<file path="src/rtl/evt_engine_stream_merger_if.sv">
// Handshake bundle between the N_IN event sources, the merger and the engine router.
// The merger connects through the slave modport and the source/sink side through master.
interface evt_engine_stream_merger_if #(
  parameter int N_IN  = 4,
  parameter int EVT_W = 32
);
  logic [N_IN-1:0]       enable_mask_i;
  logic [N_IN-1:0]       in_valid_i;
  logic [N_IN-1:0]       in_ready_o;
  logic [N_IN*EVT_W-1:0] in_data_i;
  logic                  out_valid_o;
  logic                  out_ready_i;
  logic [EVT_W-1:0]      out_data_o;
  logic                  barrier_o;
  logic                  mismatch_o;
  logic                  busy_o;

  modport master (
    output enable_mask_i, in_valid_i, in_data_i, out_ready_i,
    input  in_ready_o, out_valid_o, out_data_o, barrier_o, mismatch_o, busy_o
  );

  modport slave (
    input  enable_mask_i, in_valid_i, in_data_i, out_ready_i,
    output in_ready_o, out_valid_o, out_data_o, barrier_o, mismatch_o, busy_o
  );
endinterface

</file>
<file path="src/rtl/evt_engine_stream_merger.sv">
// Merges N_IN event streams into one engine-bound stream: spikes are interleaved
// round-robin, time/synch events form a barrier across all enabled inputs.
module evt_engine_stream_merger #(
  parameter int N_IN   = 4,
  parameter int EVT_W  = 32,
  parameter int OP_LSB = 28,
  parameter int OP_W   = 4
) (
  input logic clk_i,
  input logic rst_ni,
  evt_engine_stream_merger_if.slave stream
);
  localparam int PTR_W = $clog2(N_IN);

  // Opcode encodings of the engine event stream; only time-class codes matter here.
  localparam logic [OP_W-1:0] EVT_TIME  = OP_W'(5);
  localparam logic [OP_W-1:0] EVT_SYNCH = OP_W'(6);

  typedef enum logic {ARB, SEND} state_e;

  state_e            state;
  logic [PTR_W-1:0]  rr_ptr;
  logic [EVT_W-1:0]  out_data;
  logic              out_valid;
  logic              busy;
  logic              barrier_pulse;
  logic              mismatch_pulse;

  logic [N_IN-1:0]   is_time;
  logic [N_IN-1:0]   eligible_spike;
  logic [OP_W-1:0]   op;
  logic              barrier_ready;
  logic              grant_found;
  logic [PTR_W-1:0]  grant_idx;
  logic [PTR_W-1:0]  next_ptr;
  logic [EVT_W-1:0]  grant_data;
  logic [EVT_W-1:0]  low_data;
  logic              heads_differ;
  logic [N_IN-1:0]   in_ready;
  int                idx;

  always_comb begin
    op             = '0;
    is_time        = '0;
    eligible_spike = '0;
    for (int i = 0; i < N_IN; i++) begin
      op             = stream.in_data_i[i*EVT_W+OP_LSB +: OP_W];
      is_time[i]     = (op == EVT_TIME) || (op == EVT_SYNCH);
      eligible_spike[i] = stream.enable_mask_i[i] & stream.in_valid_i[i] & ~is_time[i];
    end
    barrier_ready = (|stream.enable_mask_i) &&
                    (&(~stream.enable_mask_i | (stream.in_valid_i & is_time)));
  end

  // Descending scan so the smallest offset from rr_ptr is the one that sticks.
  always_comb begin
    grant_found = 1'b0;
    grant_idx   = '0;
    idx         = 0;
    for (int k = N_IN - 1; k >= 0; k--) begin
      idx = int'(rr_ptr) + k;
      if (idx >= N_IN) idx = idx - N_IN;
      if (eligible_spike[idx]) begin
        grant_found = 1'b1;
        grant_idx   = PTR_W'(idx);
      end
    end
    next_ptr = (grant_idx == PTR_W'(N_IN - 1)) ? '0 : grant_idx + PTR_W'(1);
  end

  always_comb begin
    grant_data   = '0;
    low_data     = '0;
    heads_differ = 1'b0;
    for (int i = 0; i < N_IN; i++) begin
      if (PTR_W'(i) == grant_idx) grant_data = stream.in_data_i[i*EVT_W +: EVT_W];
    end
    for (int i = N_IN - 1; i >= 0; i--) begin
      if (stream.enable_mask_i[i]) low_data = stream.in_data_i[i*EVT_W +: EVT_W];
    end
    for (int i = 0; i < N_IN; i++) begin
      if (stream.enable_mask_i[i] && (stream.in_data_i[i*EVT_W +: EVT_W] != low_data))
        heads_differ = 1'b1;
    end
  end

  // Pops are combinational so a source sees its handshake in the grant cycle itself.
  always_comb begin
    in_ready = '0;
    if (state == ARB) begin
      if (grant_found)        in_ready[grant_idx] = 1'b1;
      else if (barrier_ready) in_ready = stream.enable_mask_i;
    end
  end

  always_ff @(posedge clk_i or negedge rst_ni) begin
    if (!rst_ni) begin
      state          <= ARB;
      rr_ptr         <= '0;
      out_data       <= '0;
      out_valid      <= 1'b0;
      busy           <= 1'b0;
      barrier_pulse  <= 1'b0;
      mismatch_pulse <= 1'b0;
    end else begin
      barrier_pulse  <= 1'b0;
      mismatch_pulse <= 1'b0;
      case (state)
        ARB: begin
          if (grant_found) begin
            out_data  <= grant_data;
            rr_ptr    <= next_ptr;
            out_valid <= 1'b1;
            busy      <= 1'b1;
            state     <= SEND;
          end else if (barrier_ready) begin
            out_data       <= low_data;
            barrier_pulse  <= 1'b1;
            mismatch_pulse <= heads_differ;
            out_valid      <= 1'b1;
            busy           <= 1'b1;
            state          <= SEND;
          end
        end
        SEND: begin
          if (stream.out_ready_i) begin
            out_valid <= 1'b0;
            busy      <= 1'b0;
            state     <= ARB;
          end
        end
        default: begin
          out_valid <= 1'b0;
          busy      <= 1'b0;
          state     <= ARB;
        end
      endcase
    end
  end

  assign stream.in_ready_o  = in_ready;
  assign stream.out_valid_o = out_valid;
  assign stream.out_data_o  = out_data;
  assign stream.barrier_o   = barrier_pulse;
  assign stream.mismatch_o  = mismatch_pulse;
  assign stream.busy_o      = busy;
endmodule

</file>
<file path="src/flat_wrapper.sv">
// flat-port wrapper written by rule: the top's interface ports become plain ports
module evt_engine_stream_merger_flat 
#(
  parameter int N_IN   = 4,
  parameter int EVT_W  = 32,
  parameter int OP_LSB = 28,
  parameter int OP_W   = 4
)
  (clk_i, rst_ni, stream_enable_mask_i, stream_in_valid_i, stream_in_data_i, stream_out_ready_i, stream_in_ready_o, stream_out_valid_o, stream_out_data_o, stream_barrier_o, stream_mismatch_o, stream_busy_o);
  evt_engine_stream_merger_if #(.N_IN(N_IN), .EVT_W(EVT_W)) stream_i ();
  input logic clk_i;
  input logic rst_ni;
  input wire logic [$bits(stream_i.enable_mask_i)-1:0] stream_enable_mask_i;
  input wire logic [$bits(stream_i.in_valid_i)-1:0] stream_in_valid_i;
  input wire logic [$bits(stream_i.in_data_i)-1:0] stream_in_data_i;
  input wire logic [$bits(stream_i.out_ready_i)-1:0] stream_out_ready_i;
  output wire logic [$bits(stream_i.in_ready_o)-1:0] stream_in_ready_o;
  output wire logic [$bits(stream_i.out_valid_o)-1:0] stream_out_valid_o;
  output wire logic [$bits(stream_i.out_data_o)-1:0] stream_out_data_o;
  output wire logic [$bits(stream_i.barrier_o)-1:0] stream_barrier_o;
  output wire logic [$bits(stream_i.mismatch_o)-1:0] stream_mismatch_o;
  output wire logic [$bits(stream_i.busy_o)-1:0] stream_busy_o;
  assign stream_i.enable_mask_i = stream_enable_mask_i;
  assign stream_i.in_valid_i = stream_in_valid_i;
  assign stream_i.in_data_i = stream_in_data_i;
  assign stream_i.out_ready_i = stream_out_ready_i;
  assign stream_in_ready_o = stream_i.in_ready_o;
  assign stream_out_valid_o = stream_i.out_valid_o;
  assign stream_out_data_o = stream_i.out_data_o;
  assign stream_barrier_o = stream_i.barrier_o;
  assign stream_mismatch_o = stream_i.mismatch_o;
  assign stream_busy_o = stream_i.busy_o;
  evt_engine_stream_merger #(.N_IN(N_IN), .EVT_W(EVT_W), .OP_LSB(OP_LSB), .OP_W(OP_W)) u_core (.clk_i(clk_i), .rst_ni(rst_ni), .stream(stream_i));
endmodule
</file>
<file path="config.mk">
export PLATFORM = sky130hd
export DESIGN_NAME = evt_engine_stream_merger_flat
export DESIGN_NICKNAME = d
export VERILOG_FILES = /design/src/rtl/evt_engine_stream_merger_if.sv /design/src/rtl/evt_engine_stream_merger.sv /design/src/flat_wrapper.sv
export SDC_FILE = /design/constraint.sdc
export NUM_CORES = 1
export LEC_CHECK = 0
export CAP_MARGIN = 20
export CORE_ASPECT_RATIO = 1.5
export CORE_MARGIN = 3
export CORE_UTILIZATION = 50
export CTS_CLUSTER_SIZE = 16
export DETAILED_ROUTE_END_ITERATION = 8
export HOLD_SLACK_MARGIN = 0.03
export PLACE_DENSITY_LB_ADDON = 0.1
export SYNTH_ARGS = -nofsm -noshare
export SYNTH_HDL_FRONTEND = slang
export SYNTH_SLANG_ARGS = --single-unit
</file>
<file path="constraint.sdc">
create_clock -name clk_i -period 4.5 [get_ports clk_i]
set_input_delay 0.45 -clock clk_i [delete_from_list [all_inputs] [get_ports clk_i]]
set_output_delay 0.45 -clock clk_i [all_outputs]
set_load 0.01 [all_outputs]
</file>
==> flow_summary.json <==
{
  "run_status": "complete, no violations",
  "path_common_cell": "nor2_1",
  "placed_cells": 936,
  "clkTransAtPathRegs_ps": 60,
  "viasPerCell": 6.551,
  "gp_congestion": 0.9355,
  "hp-class": "in -> async",
  "insertion_delay_ps": 290,
  "postRouteAntennaNets": 0,
  "drc": 0,
  "worst_setup_path_end_kind": "register",
  "antenna_cells": 0,
  "rows": 44,
  "post_cts_buffers": 0,
  "totalWireLength_um": 19840,
  "synth-seq-area-share_pct": 18.83,
  "dieWidth_um": 88.07,
  "setup_tns_ps": 0,
  "critPathSlowestCell": "nor2b_2",
  "wl_met2_um": 9673,
  "ctsResizeCount": 0,
  "p_leak_nw": 2.759,
  "grt_pass1_wl_um": 30720,
  "hold_violations": 0,
  "numCtsBuffers": 5,
  "fp.dieH_um": 129.1,
  "async_flop_share_pct": 100.0,
  "min_period_ps": 4081,
  "start_util_pct": 51.84,
  "slew_headroom_pct": 31.64,
  "dr.first_iter.drc_count": 626,
  "drt_pre_antenna_iters": 5,
  "syn2layout_area_growth_pct": 38.87,
  "dpl_worst_slack_ps": 222.3,
  "root_buffer": "clkbuf_16",
  "ir_drop_mv": 0.2573,
  "port_buffers": 178,
  "syn_avg_cell_area_um2": 7.439,
  "grt_pass1_vias": 5992,
  "required_ps": 4730,
  "final_util_pct": 71.98,
  "grt_max_degree": 48,
  "critPathArrivalTime_ps": 4310,
  "drive_gt1_share_pct": 10.01,
  "path_class": "in -> reg",
  "r2r_cells": 16,
  "die_area_um2": 11370,
  "r2r-start": "u_core.rr_ptr[1]",
  "syn-cell-area_um2": 5051,
  "vias": 6184,
  "met1Wirelength_um": 7491,
  "routed.top_layer": "met4",
  "grt_usage_pct": 34.50,
  "num-nets-final": 971,
  "ctsHoldBuffers": 0,
  "slew_viol_final": 0,
  "core_area_um2": 9744,
  "io_pins": 179,
  "r2r_slack_ps": 1120,
  "synthCells": 679,
  "grt-ovfl-total": 0,
  "holdWs_ps": 334.5,
  "instances_no_fill": 944,
  "timing.rr.end": "u_core.stream.out_data_o[21]",
  "wl_per_cell_um": 21.02,
  "timing.final.crit_share_pct": 90.69,
  "ys_ff_latch": 38,
  "finalSetupViolations": 0,
  "synth_edf_count": 0,
  "clock_path_buffers": 2,
  "rsz0062_at_grt": "no",
  "crit_path_max_incr_delay_ps": 770,
  "skew_ps": 5.467,
  "p_per_area_nw_per_um2": 354.0,
  "synth_warnings": 0,
  "synth.distinct_cells": 48,
  "setup_ws_ps": 418.8,
  "start_kind": "primary input",
  "synth_ff_type": "dfrtp_1",
  "tightest_slew_ps": 1025,
  "fmax_mhz": 245.0,
  "fillers": 838,
  "htreeDepth": 2,
  "wl_met3_um": 1728,
  "cp_max_fo": 18,
  "antenna_found_initial": 0,
  "cts_tree": "built",
  "synth_nets": 822,
  "dp_hpwl_um": 14510,
  "cp_cell_sequence": "clkdlybuf4s50_1, xor2_1, nand3b_1, nand3_1, o21ai_0, a21oi_1, nor2_1, nor2_1, inv_1, ha_1, nor2b_2, buf_4, a22oi_1, nor2_1, a21oi_1, nor2_1, a21oi_1, o21ai_0, mux2_1",
  "cts.sinks": 38,
  "drv_cap": 0
}
==> how the worst max path moves through the flow <==
stage	start	endpoint	cells past startpoint
after detailed placement	stream_in_data_i[92]	u_core.stream.out_data_o[21]	19
after CTS	stream_in_data_i[92]	u_core.stream.out_data_o[21]	19
final	stream_in_data_i[60]	u_core.stream.out_data_o[21]	19
after global placement	stream_in_data_i[124]	u_core.stream.out_data_o[21]	18
after global routing	stream_in_data_i[92]	u_core.stream.out_data_o[21]	19
after floorplan	stream_in_data_i[93]	u_core.stream.out_data_o[21]	18
==> critical path, delay by kind of cell <==
| family | cells | cell delay [ps] |
|---|---|---|
| buffers and inverters | 3 | 1030 |
| adders and majority gates | 1 | 230 |
| and+or+nand+nor | 7 | 1560 |
| muxes | 1 | 180 |
| xor gates and xnor gates | 1 | 170 |
| AOI/OAI and AO/OA | 6 | 680 |
==> per-stage QoR <==
step	power [W]	area, um2
6_report	0.002483	7014
4_1_cts	0.002480	7014
3_3_place_gp	0.002056	6867
5_1_grt	0.002638	7014
2_1_floorplan	0.001396	5051
3_5_place_dp	0.002087	6867
==> placed cells by master, fill, tap and decap left out, types with 7 or more instances in the layout <==
cell / netlist / final
mux2_2: 27 / 27
nand2_1: 44 / 44
nor4_1: 17 / 17
buf_4: 4 / 17
nor2_1: 100 / 100
xnor2_1: 16 / 16
nand4_1: 9 / 9
a221oi_1: 15 / 15
xor2_1: 78 / 78
inv_1: 15 / 15
a22oi_1: 29 / 29
o21ai_0: 43 / 43
a21oi_1: 77 / 77
nand3b_1: 7 / 7
a221oi_2: 17 / 17
dfrtp_1: 38 / 38
o22ai_1: 30 / 30
clkdlybuf4s50_1: 0 / 176
==> layout make-up <==
type / instances / area [um2] / area share [%]
tap: 115 / 143.9 / 2.051
timing repair buffer: 197 / 1939 / 27.65
inverter: 15 / 56.30 / 0.8027
clock inverter: 1 / 5.005 / 0.07135
clock buffer: 7 / 142.6 / 2.034
multi-input combinational: 571 / 3776 / 53.84
sequential: 38 / 950.9 / 13.56
==> report_power, final <==
group | switching, W | internal (W) | total (W)
clock | 0.000162 | 0.000221 | 0.000383
sequential | 0.0000942 | 0.000495 | 0.000589
combinational | 0.000756 | 0.000755 | 0.00151
total | 0.00101 | 0.00147 | 0.00248
==> registers in the layout, summed over array words and instances (netlist names) <==
register / flops
u_core.state: 1
u_core.stream.out_valid_o: 1
u_core.stream.barrier_o: 1
u_core.stream.out_data_o: 32
u_core.rr_ptr: 2
u_core.stream.mismatch_o: 1
==> cell usage after synthesis (2+ instances only) <==
| cell | instances | share of area (%) |
|---|---|---|
| a211oi_1 | 3 | 0.45 |
| a21o_1 | 2 | 0.30 |
| a21oi_1 | 77 | 7.6 |
| a221oi_1 | 15 | 2.6 |
| a221oi_2 | 17 | 5.1 |
| a22o_1 | 3 | 0.52 |
| a22oi_1 | 29 | 4.3 |
| a31oi_1 | 3 | 0.37 |
| and3_1 | 2 | 0.25 |
| buf_1 | 7 | 0.52 |
| buf_2 | 14 | 1.4 |
| buf_4 | 4 | 0.59 |
| buf_6 | 6 | 1.3 |
| clkbuf_1 | 24 | 1.8 |
| dfrtp_1 | 38 | 19 |
| ha_1 | 4 | 0.99 |
| inv_1 | 15 | 1.1 |
| mux2_1 | 5 | 1.1 |
| mux2_2 | 27 | 6.0 |
| nand2_1 | 44 | 3.3 |
| nand2b_1 | 5 | 0.62 |
| nand3_1 | 5 | 0.50 |
| nand3b_1 | 7 | 1.0 |
| nand4_1 | 9 | 1.1 |
| nor2_1 | 100 | 7.4 |
| nor2_2 | 2 | 0.25 |
| nor2b_1 | 5 | 0.62 |
| nor3_1 | 4 | 0.40 |
| nor4_1 | 17 | 2.1 |
| o21ai_0 | 43 | 4.3 |
| o21ai_1 | 2 | 0.20 |
| o21bai_1 | 2 | 0.30 |
| o22ai_1 | 30 | 3.7 |
| o41ai_1 | 2 | 0.35 |
| or3_1 | 2 | 0.25 |
| xnor2_1 | 16 | 2.8 |
| xor2_1 | 78 | 14 |
==> metal layers <==
| layer | up-vias | track usage [%] |
|---|---|---|
| met3 | 78 | 4.644 |
| li1 | 2785 | - |
| met5 | - | 0 |
| met4 | 0 | 17.17 |
| met2 | 442 | 57.77 |
| met1 | 2879 | 42.99 |
==> kinds of logic after synthesis <==
kind of cell / count (synthesis) / synth area share [%]
xor+xnor: 94 / 16.30
compound gates: 236 / 31.61
fa+ha+maj: 4 / 0.9909
buf+inv: 70 / 6.738
flops: 38 / 18.83
simple gates: 205 / 18.40
mux: 32 / 7.134
No activity file was read; power rests on OpenSTA's default activity.
